===== src/rtl/vga_pkg.sv =====
// Shared VGA constants: visible geometry, coordinate width and the 12-bit palette.
package vga_pkg;
  localparam int unsigned H_DISPLAY = 640;
  localparam int unsigned V_DISPLAY = 480;
  localparam int unsigned COORD_W   = 10;

  typedef struct packed {
    logic [3:0] r;
    logic [3:0] g;
    logic [3:0] b;
  } rgb12;

  localparam rgb12 COL_BLACK = rgb12'(12'h000);
  localparam rgb12 COL_WHITE = rgb12'(12'hFFF);
  localparam rgb12 COL_RED   = rgb12'(12'hF00);
  localparam rgb12 COL_BG    = rgb12'(12'h004);
endpackage


===== src/rtl/ball_motion.sv =====
// Ball position, direction and bounce counter; advances once per frame tick.
module ball_motion
  import vga_pkg::*;
#(
  parameter int unsigned BORDER     = 8,
  parameter int unsigned BALL_SIZE  = 16,
  parameter int unsigned BALL_SPEED = 2,
  parameter int unsigned BALL_X0    = 320,
  parameter int unsigned BALL_Y0    = 240
) (
  input  logic               clk,
  input  logic               reset,
  input  logic               frame_tick,
  input  logic               pause,
  output logic [COORD_W-1:0] ball_x,
  output logic [COORD_W-1:0] ball_y,
  output logic [7:0]         bounce_cnt
);
  localparam int unsigned SUM_W = COORD_W + 1;
  localparam logic [SUM_W-1:0]   REACH   = SUM_W'(BALL_SIZE + BALL_SPEED);
  localparam logic [SUM_W-1:0]   LO_EDGE = SUM_W'(BORDER + BALL_SPEED);
  localparam logic [SUM_W-1:0]   X_HI    = SUM_W'(H_DISPLAY - BORDER);
  localparam logic [SUM_W-1:0]   Y_HI    = SUM_W'(V_DISPLAY - BORDER);
  localparam logic [COORD_W-1:0] POS_MIN = COORD_W'(BORDER);
  localparam logic [COORD_W-1:0] X_MAX   = COORD_W'(H_DISPLAY - BORDER - BALL_SIZE);
  localparam logic [COORD_W-1:0] Y_MAX   = COORD_W'(V_DISPLAY - BORDER - BALL_SIZE);
  localparam logic [COORD_W-1:0] STEP    = COORD_W'(BALL_SPEED);

  typedef struct packed {
    logic               bounce;
    logic               neg;
    logic [COORD_W-1:0] pos;
  } axis_t;

  // One axis: step, or clamp against the wall and reverse when the step would reach it.
  function automatic axis_t axis_next(input logic [COORD_W-1:0] pos, input logic neg,
                                      input logic [SUM_W-1:0] hi,
                                      input logic [COORD_W-1:0] pos_max);
    axis_t a;
    a.bounce = 1'b0;
    a.neg    = neg;
    a.pos    = pos;
    if (!neg) begin
      if (SUM_W'(pos) + REACH >= hi) begin
        a.pos    = pos_max;
        a.neg    = 1'b1;
        a.bounce = 1'b1;
      end else begin
        a.pos = pos + STEP;
      end
    end else begin
      if (SUM_W'(pos) <= LO_EDGE) begin
        a.pos    = POS_MIN;
        a.neg    = 1'b0;
        a.bounce = 1'b1;
      end else begin
        a.pos = pos - STEP;
      end
    end
    return a;
  endfunction

  logic  dx_neg;
  logic  dy_neg;
  axis_t x_nxt;
  axis_t y_nxt;

  always_comb begin
    x_nxt = axis_next(ball_x, dx_neg, X_HI, X_MAX);
    y_nxt = axis_next(ball_y, dy_neg, Y_HI, Y_MAX);
  end

  always_ff @(posedge clk or negedge reset) begin
    if (!reset) begin
      ball_x     <= COORD_W'(BALL_X0);
      ball_y     <= COORD_W'(BALL_Y0);
      dx_neg     <= 1'b0;
      dy_neg     <= 1'b0;
      bounce_cnt <= '0;
    end else if (frame_tick && !pause) begin
      ball_x     <= x_nxt.pos;
      dx_neg     <= x_nxt.neg;
      ball_y     <= y_nxt.pos;
      dy_neg     <= y_nxt.neg;
      bounce_cnt <= bounce_cnt + 8'(x_nxt.bounce) + 8'(y_nxt.bounce);
    end
  end
endmodule


===== src/rtl/vga_ball_renderer.sv =====
// Two-stage pixel pipeline: border, background and bouncing ball, with syncs kept aligned to RGB.
module vga_ball_renderer
  import vga_pkg::*;
#(
  parameter int unsigned BORDER     = 8,
  parameter int unsigned BALL_SIZE  = 16,
  parameter int unsigned BALL_SPEED = 2,
  parameter int unsigned BALL_X0    = 320,
  parameter int unsigned BALL_Y0    = 240
) (
  input  logic         clk,
  input  logic         reset,
  input  logic         pix_en,
  input  logic [9:0]   x,
  input  logic [9:0]   y,
  input  logic         video_on,
  input  logic         hsync_in,
  input  logic         vsync_in,
  input  logic         pause,
  output logic [3:0]   vga_r,
  output logic [3:0]   vga_g,
  output logic [3:0]   vga_b,
  output logic         hsync_out,
  output logic         vsync_out,
  output logic [7:0]   bounce_cnt
);
  localparam int unsigned SUM_W = COORD_W + 1;

  logic [COORD_W-1:0] s1_x;
  logic [COORD_W-1:0] s1_y;
  logic               s1_video_on;
  logic               s1_hsync;
  logic               s1_vsync;
  logic [COORD_W-1:0] ball_x;
  logic [COORD_W-1:0] ball_y;
  logic               frame_tick;
  logic               ball_hit_c;
  logic               border_c;
  rgb12               colour_c;

  // First blanking line, first pixel: ball moves here so a frame never tears.
  assign frame_tick = pix_en && (x == '0) && (y == COORD_W'(V_DISPLAY));

  ball_motion #(
    .BORDER    (BORDER),
    .BALL_SIZE (BALL_SIZE),
    .BALL_SPEED(BALL_SPEED),
    .BALL_X0   (BALL_X0),
    .BALL_Y0   (BALL_Y0)
  ) u_motion (
    .clk       (clk),
    .reset     (reset),
    .frame_tick(frame_tick),
    .pause     (pause),
    .ball_x    (ball_x),
    .ball_y    (ball_y),
    .bounce_cnt(bounce_cnt)
  );

  assign ball_hit_c = (s1_x >= ball_x) && (s1_y >= ball_y)
                   && (SUM_W'(s1_x) <= SUM_W'(ball_x) + SUM_W'(BALL_SIZE - 1))
                   && (SUM_W'(s1_y) <= SUM_W'(ball_y) + SUM_W'(BALL_SIZE - 1));

  assign border_c = (s1_x < COORD_W'(BORDER)) || (s1_x >= COORD_W'(H_DISPLAY - BORDER))
                 || (s1_y < COORD_W'(BORDER)) || (s1_y >= COORD_W'(V_DISPLAY - BORDER));

  always_comb begin
    colour_c = COL_BLACK;
    if (s1_video_on) begin
      if (ball_hit_c)    colour_c = COL_RED;
      else if (border_c) colour_c = COL_WHITE;
      else               colour_c = COL_BG;
    end
  end

  always_ff @(posedge clk or negedge reset) begin
    if (!reset) begin
      s1_x        <= '0;
      s1_y        <= '0;
      s1_video_on <= 1'b0;
      s1_hsync    <= 1'b0;
      s1_vsync    <= 1'b0;
      vga_r       <= '0;
      vga_g       <= '0;
      vga_b       <= '0;
      hsync_out   <= 1'b0;
      vsync_out   <= 1'b0;
    end else if (pix_en) begin
      s1_x        <= x;
      s1_y        <= y;
      s1_video_on <= video_on;
      s1_hsync    <= hsync_in;
      s1_vsync    <= vsync_in;
      vga_r       <= colour_c.r;
      vga_g       <= colour_c.g;
      vga_b       <= colour_c.b;
      hsync_out   <= s1_hsync;
      vsync_out   <= s1_vsync;
    end
  end
endmodule


===== config.mk =====
export PLATFORM = sky130hd
export DESIGN_NAME = vga_ball_renderer
export DESIGN_NICKNAME = d
export VERILOG_FILES = /design/src/rtl/vga_pkg.sv /design/src/rtl/ball_motion.sv /design/src/rtl/vga_ball_renderer.sv
export SDC_FILE = /design/constraint.sdc
export NUM_CORES = 1
export LEC_CHECK = 0
export ABC_AREA = 1
export ABC_CLOCK_PERIOD_IN_PS = 3230
export CAP_MARGIN = 20
export CELL_PAD_IN_SITES_DETAIL_PLACEMENT = 0
export CELL_PAD_IN_SITES_GLOBAL_PLACEMENT = 2
export CORE_ASPECT_RATIO = 0.8
export CORE_MARGIN = 3
export CORE_UTILIZATION = 30
export DETAILED_ROUTE_END_ITERATION = 10
export PLACE_DENSITY_LB_ADDON = 0.1
export SETUP_SLACK_MARGIN = 0.5
export SLEW_MARGIN = 20
export SYNTH_ARGS = -nofsm -noshare
export SYNTH_HDL_FRONTEND = slang
export SYNTH_SLANG_ARGS = --single-unit
export TNS_END_PERCENT = 10

===== constraint.sdc =====
create_clock -name clk -period 3.23 [get_ports clk]
set_input_delay 0.4845 -clock clk [delete_from_list [all_inputs] [get_ports clk]]
set_output_delay 0.4845 -clock clk [all_outputs]
set_load 0.1 [all_outputs]

Word-level counts from Yosys, hierarchy flattened --
Cells that the tools add are included.
Operators by class: shifts and indexed selects 0, multipliers 0, reduce and logical (&&, ||, !) cells 11, mux-type cells 13, equal/unequal tests 1, order comparisons 12, div/mod/pow operators 0, add/sub/neg operators 10, bitwise gates (word level) 0
Operators with widths (number):
- 2-to-1 mux 12 bit | 5
- 2-to-1 mux 10 bit | 4
- adder 10 x 4 -> 11 bit, second input constant | 2
- adder 10 x 5 -> 11 bit, second input constant | 2
- less-or-equal comparator 10 x 11 -> 1 bit | 2
- adder 10 x 2 -> 10 bit, second input constant | 2
- greater-or-equal comparator 10 bit | 2
- less-or-equal comparator 10 x 4 -> 1 bit, second input constant | 2
- < comparator 10 x 4 -> 1 bit, second input constant | 2
- subtractor 10 x 2 -> 10 bit, second input constant | 2
- adder 8 x 1 -> 8 bit | 2
- greater-or-equal comparator 11 x 10 -> 1 bit, second input constant | 1
- greater-or-equal comparator 11 x 9 -> 1 bit, second input constant | 1
- equality test 10 x 9 -> 1 bit, second input constant | 1
- greater-or-equal comparator 10 bit, second input constant | 1
- greater-or-equal comparator 10 x 9 -> 1 bit, second input constant | 1
- logical NOT 10 bit | 1
- 2-to-1 mux 2 bit | 4
- logical AND 1 bit | 6
- logical OR 1 bit | 3
- logical NOT 1 bit | 1
Storage, ports and cells: flip-flop bits (word level) 67, memories kept 0, word-level logic and storage cells 62, RAM bits 0, latch bits 0, ROM bits 0, input port bits 27, output and inout bits 22

Logic depth before layout (Yosys ltp) --
depth in word-level cells 7, mapped depth 19, depth with buffers taken out 19

By module --
Synthesis repeated with hierarchy kept, for this count alone.
Unflattened totals: cell total of the unflattened synthesis 675, area total of the unflattened synthesis 4829.6 µm²
Modules (own cells, without submodules):
- vga_ball_renderer | times used 1, seq. area each 700.7 µm², cells an instance 352, area each 2557.5 µm²
- ball_motion | times used 1, seq. area each 708.2 µm², cells an instance 323, area each 2272.2 µm²

Worst setup path before layout --
No wires, ideal clock.
path type flip-flop to flip-flop, start register u_motion.ball_x[1], end register u_motion.bounce_cnt[5], cell stages (with the launch flop) 18, buffers on the path 0, arrival 2408 ps, clock period less this slack 2567 ps, setup slack 663 ps, cells stage by stage dfrtp_1 > ha_1 > nand2_2 > inv_1 > nor2_2 > nand2_1 > nor2_1 > nand2_2 > nor2_4 > nand2_4 > nand3_2 > nand2_2 > fa_1 > inv_1 > nand3_1 > nor2_1 > nand3_1 > xnor2_1
On the way: word-level cells in the longest chain between the ends 6
RTL lines:
- start, declared | RTL line ball_motion.sv:15 | output logic [COORD_W-1:0] ball_x,
- start signal, assigned | RTL line ball_motion.sv:75 | ball_x <= COORD_W'(BALL_X0);
- start signal, assigned | RTL line ball_motion.sv:81 | ball_x <= x_nxt.pos;
- adder 10 x 5 -> 11 bit | RTL line ball_motion.sv:44 | if (SUM_W'(pos) + REACH >= hi) begin
- greater-or-equal comparator 11 x 10 -> 1 bit | RTL line ball_motion.sv:44
- 2-to-1 mux 2 bit | RTL line ball_motion.sv:44
- 2-to-1 mux 12 bit (*) | RTL line ball_motion.sv:43 | if (!neg) begin
- adder 8 x 1 -> 8 bit (*) (2 in series) | RTL line ball_motion.sv:85 | bounce_cnt <= bounce_cnt + 8'(x_nxt.bounce) + 8'(y_nxt.bounce);
- end signal, assigned | RTL line ball_motion.sv:85
- end, declared | RTL line ball_motion.sv:17 | output logic [7:0] bounce_cnt
Every way passes the cells marked *; elsewhere a longest branch is shown, timed or not. A chain may end at the register's enable or synchronous reset.

Worst setup path after layout --
start register u_motion.ball_x[2], end register u_motion.bounce_cnt[6]
Same word-level chain as after synthesis.

==> out/summary.txt <==
synth warn = 0
Worst slew margin = 34.40%
largest net degree at the start of global routing = 29
Core Util, Final = 37.16%
DR DRC count = 0
syn_nets = 722
worst setup margin = 0.6313 ns
minimum clock period = 2.599 ns
Worst Path Arrival = 2.83 ns
share of layout cells above drive strength 1 = 17.40%
drt wl/cell = 15.18 µm
number of global-route vias before repair = 4047
# rows = 40
drt pass-1 iters = 7
worst path required time = 3.46 ns
vias per cell = 4.709
Avg Synthesized Cell Area = 7.177 µm²
Chip Height = 117.6 µm
pwr/cell area = 309.6 nW/µm²
routability cong. = 0.8418
total placed instance area = 5255 µm²
Synth Area in XOR/XNOR = 4.874%
die width = 145.5 µm
hold_ws = 0.1063 ns
Worst Setup Start Kind = flip-flop
Post-Route Skew = 0.005839 ns
Reg clk slew, reported paths = 0.07 ns
Final Hold Viols = 0
DP Worst Slack = 0.4431 ns
unrepaired setup endpoints after global routing = yes
Starting Density = 30.91%
Antenna diodes = 0
H-tree levels = 2
flops & latches, synth = 56
initial antenna violation count = 0
R2R setup slack = 0.63 ns
clock buffer depth = 2
Synth Area in Adders = 11.94%
Slew @ Worst Pin = 0.9809 ns
Crit. End Element = flip-flop
Hold Crit Class = in -> async
Area growth, synth to finish = 20.22%
Core ar. = 15110 µm²
gr usage total = 16.37%
Yosys cell types = 44
cts hold-fix bufs = 0
max cap viols = 0
crit path from = u_motion.ball_x[2]
Achievable Freq = 0.3848 GHz
final cell count without fillers = 917
worst reg2reg path endpoint = u_motion.bounce_cnt[6]
R2R depth = 17
CTS tree = yes
Post-Syn Area = 4672 µm²
overflow left after global routing = 0
Worst Setup Path Type = reg -> reg
port bufs = 48
Pleak = 2.787 nW
Slew Limit Fails = 0
Tcrit/Tclk final = 80.45%
die area = 17120 µm²
final instance area = 5617 µm²
Syn Inst Count = 651
post-synthesis compound-gate area fraction = 10.77%
Max VDD drop = 0.1951 mV
initial drt markers = 255
total power = 1.739 mW
mux contribution to synthesized area = 0%
CTS Sinks = 56
Total Wirelength = 13920 µm
Simple-Gate Fraction of Synth Area = 32.81%
largest family of logic cells by synthesized area = simple AND/OR/NAND/NOR gates
Detail Route Antenna Nets = 0
critical path peak fanout = 6
I/O Pins = 49
Final #Nets = 777
Final HPWL DP = 10850 µm
first-pass GRT wire length = 22760 µm
status = finished clean
setup TNS = 0 ns
worst-skew pair later-pin latency = 0.30 ns
Reg2Reg Launch Point = u_motion.ball_x[2]
CTS Buf Count = 5
CTS Root Cell = clkbuf_16
sequential share of the synthesized area = 30.16%
Cells after DPL = 892
total number of vias = 4318
Setup violations, final = 0
power by group:
group / leakage (nW) / internal [mW] / switching (mW)
Combinational: 2.04 / 0.111 / 0.278
Sequential: 0.670 / 0.734 / 0.0381
Clock: 0.0766 / 0.307 / 0.271
Total: 2.79 / 1.15 / 0.587
cells in the final DEF, fill, tap and decap left out, types with 5 or more instances in the layout:
cell type        instances
clkdlybuf4s50_1         28
nand2_2                 10
buf_4                   41
nor3_2                   5
a21boi_1                 5
xnor2_1                  6
nand3b_1                 5
dfstp_2                  6
nand2_1                192
nand4_1                 15
o21ai_1                  5
a21oi_1                 31
inv_1                   62
nor2_1                  43
dfrtp_1                 45
nand3_1                 30
clkbuf_16                5
ha_1                    39
nand3_2                  7
dfrtp_2                  5
inv_2                   10
nor2_2                   6
nand2_4                  5
o21ai_0                 23
nor3_1                   8
xor2_1                  20
cell type report:
cell class	count	area, µm²
repair buffers	71	598.1
inverters	77	296.5
multi-input cells	495	2895
flip-flops and latches	56	1415
fillers	1624	9498
well taps	210	262.8
clock inverters	2	10.01
clock buffers	6	138.9
worst max-delay path by stage:
stage | slack (ns) | end
floorplan | 0.66 | u_motion.bounce_cnt[5]
finish | 0.63 | u_motion.bounce_cnt[6]
detailed placement | 0.44 | u_motion.bounce_cnt[7]
global route | 0.47 | u_motion.bounce_cnt[7]
CTS | 0.51 | vga_r[2]
global placement | 0.49 | u_motion.bounce_cnt[6]
state kept, by name, indices dropped and copies added (netlist names), 8 cells and up:
| name | flops |
|---|---|
| u_motion.ball_x | 9 |
| s1_x | 10 |
| s1_y | 10 |
| u_motion.bounce_cnt | 8 |
| u_motion.ball_y | 9 |
per-layer routing:
layer / global-route usage (%) / vias to the layer above / wire length [µm]
met5: 0 / - / 0
met4: 2.135 / 0 / 78
met3: 3.195 / 10 / 688
met2: 23.02 / 108 / 5630
met1: 26.20 / 1984 / 7520
li1: - / 2216 / -
cell usage after synthesis, drive strengths merged:
library cell	n	area share [%]
a211oi	2	0.32
a21boi	6	1.0
a21o	1	0.16
a21oi	32	3.7
a22oi	1	0.16
a31oi	3	0.40
and3	1	0.13
buf	18	2.9
clkbuf	5	0.40
clkinv	4	0.32
dfrtp	50	27
dfstp	6	3.4
fa	1	0.43
ha	43	12
inv	73	5.9
nand2	207	18
nand3	38	4.6
nand3b	5	0.80
nand4	15	2.0
nor2	53	4.7
nor3	13	1.7
nor4	3	0.40
o211ai	3	0.48
o21a	2	0.32
o21ai	31	3.5
o22ai	4	0.54
o41ai	1	0.19
or2	4	0.54
xnor2	6	1.1
xor2	20	3.7
cell families (layout without fill, tap and decap cells):
group | after synthesis | count (layout)
XOR/XNOR | 26 | 26
buffers and inverters | 100 | 156
AND/OR/NAND/NOR | 339 | 339
AO/OA/AOI/OAI | 86 | 86
flip-flops | 56 | 56
adder cells (fa/ha/maj) | 44 | 44
critical path: stages, from the launching register on:
cell,delay [ns]
dfrtp_2,0.43
ha_2,0.20
nand2_4,0.08
inv_1,0.06
nor2_2,0.10
nand2_1,0.07
nor2_2,0.12
nand2_2,0.07
nor2_4,0.10
nand2_4,0.09
nand3_2,0.09
nand2_2,0.07
fa_1,0.41
inv_2,0.09
ha_2,0.20
nand4_1,0.09
nor2_1,0.12
xor2_1,0.15
timing repair:
action	4_1_cts	5_1_grt
gates resized for setup	4	26
setup endpoints to repair	3	9
setup buffers	1	16
pin swaps	1	4
Note: power is estimated with default switching activity, not from simulation.
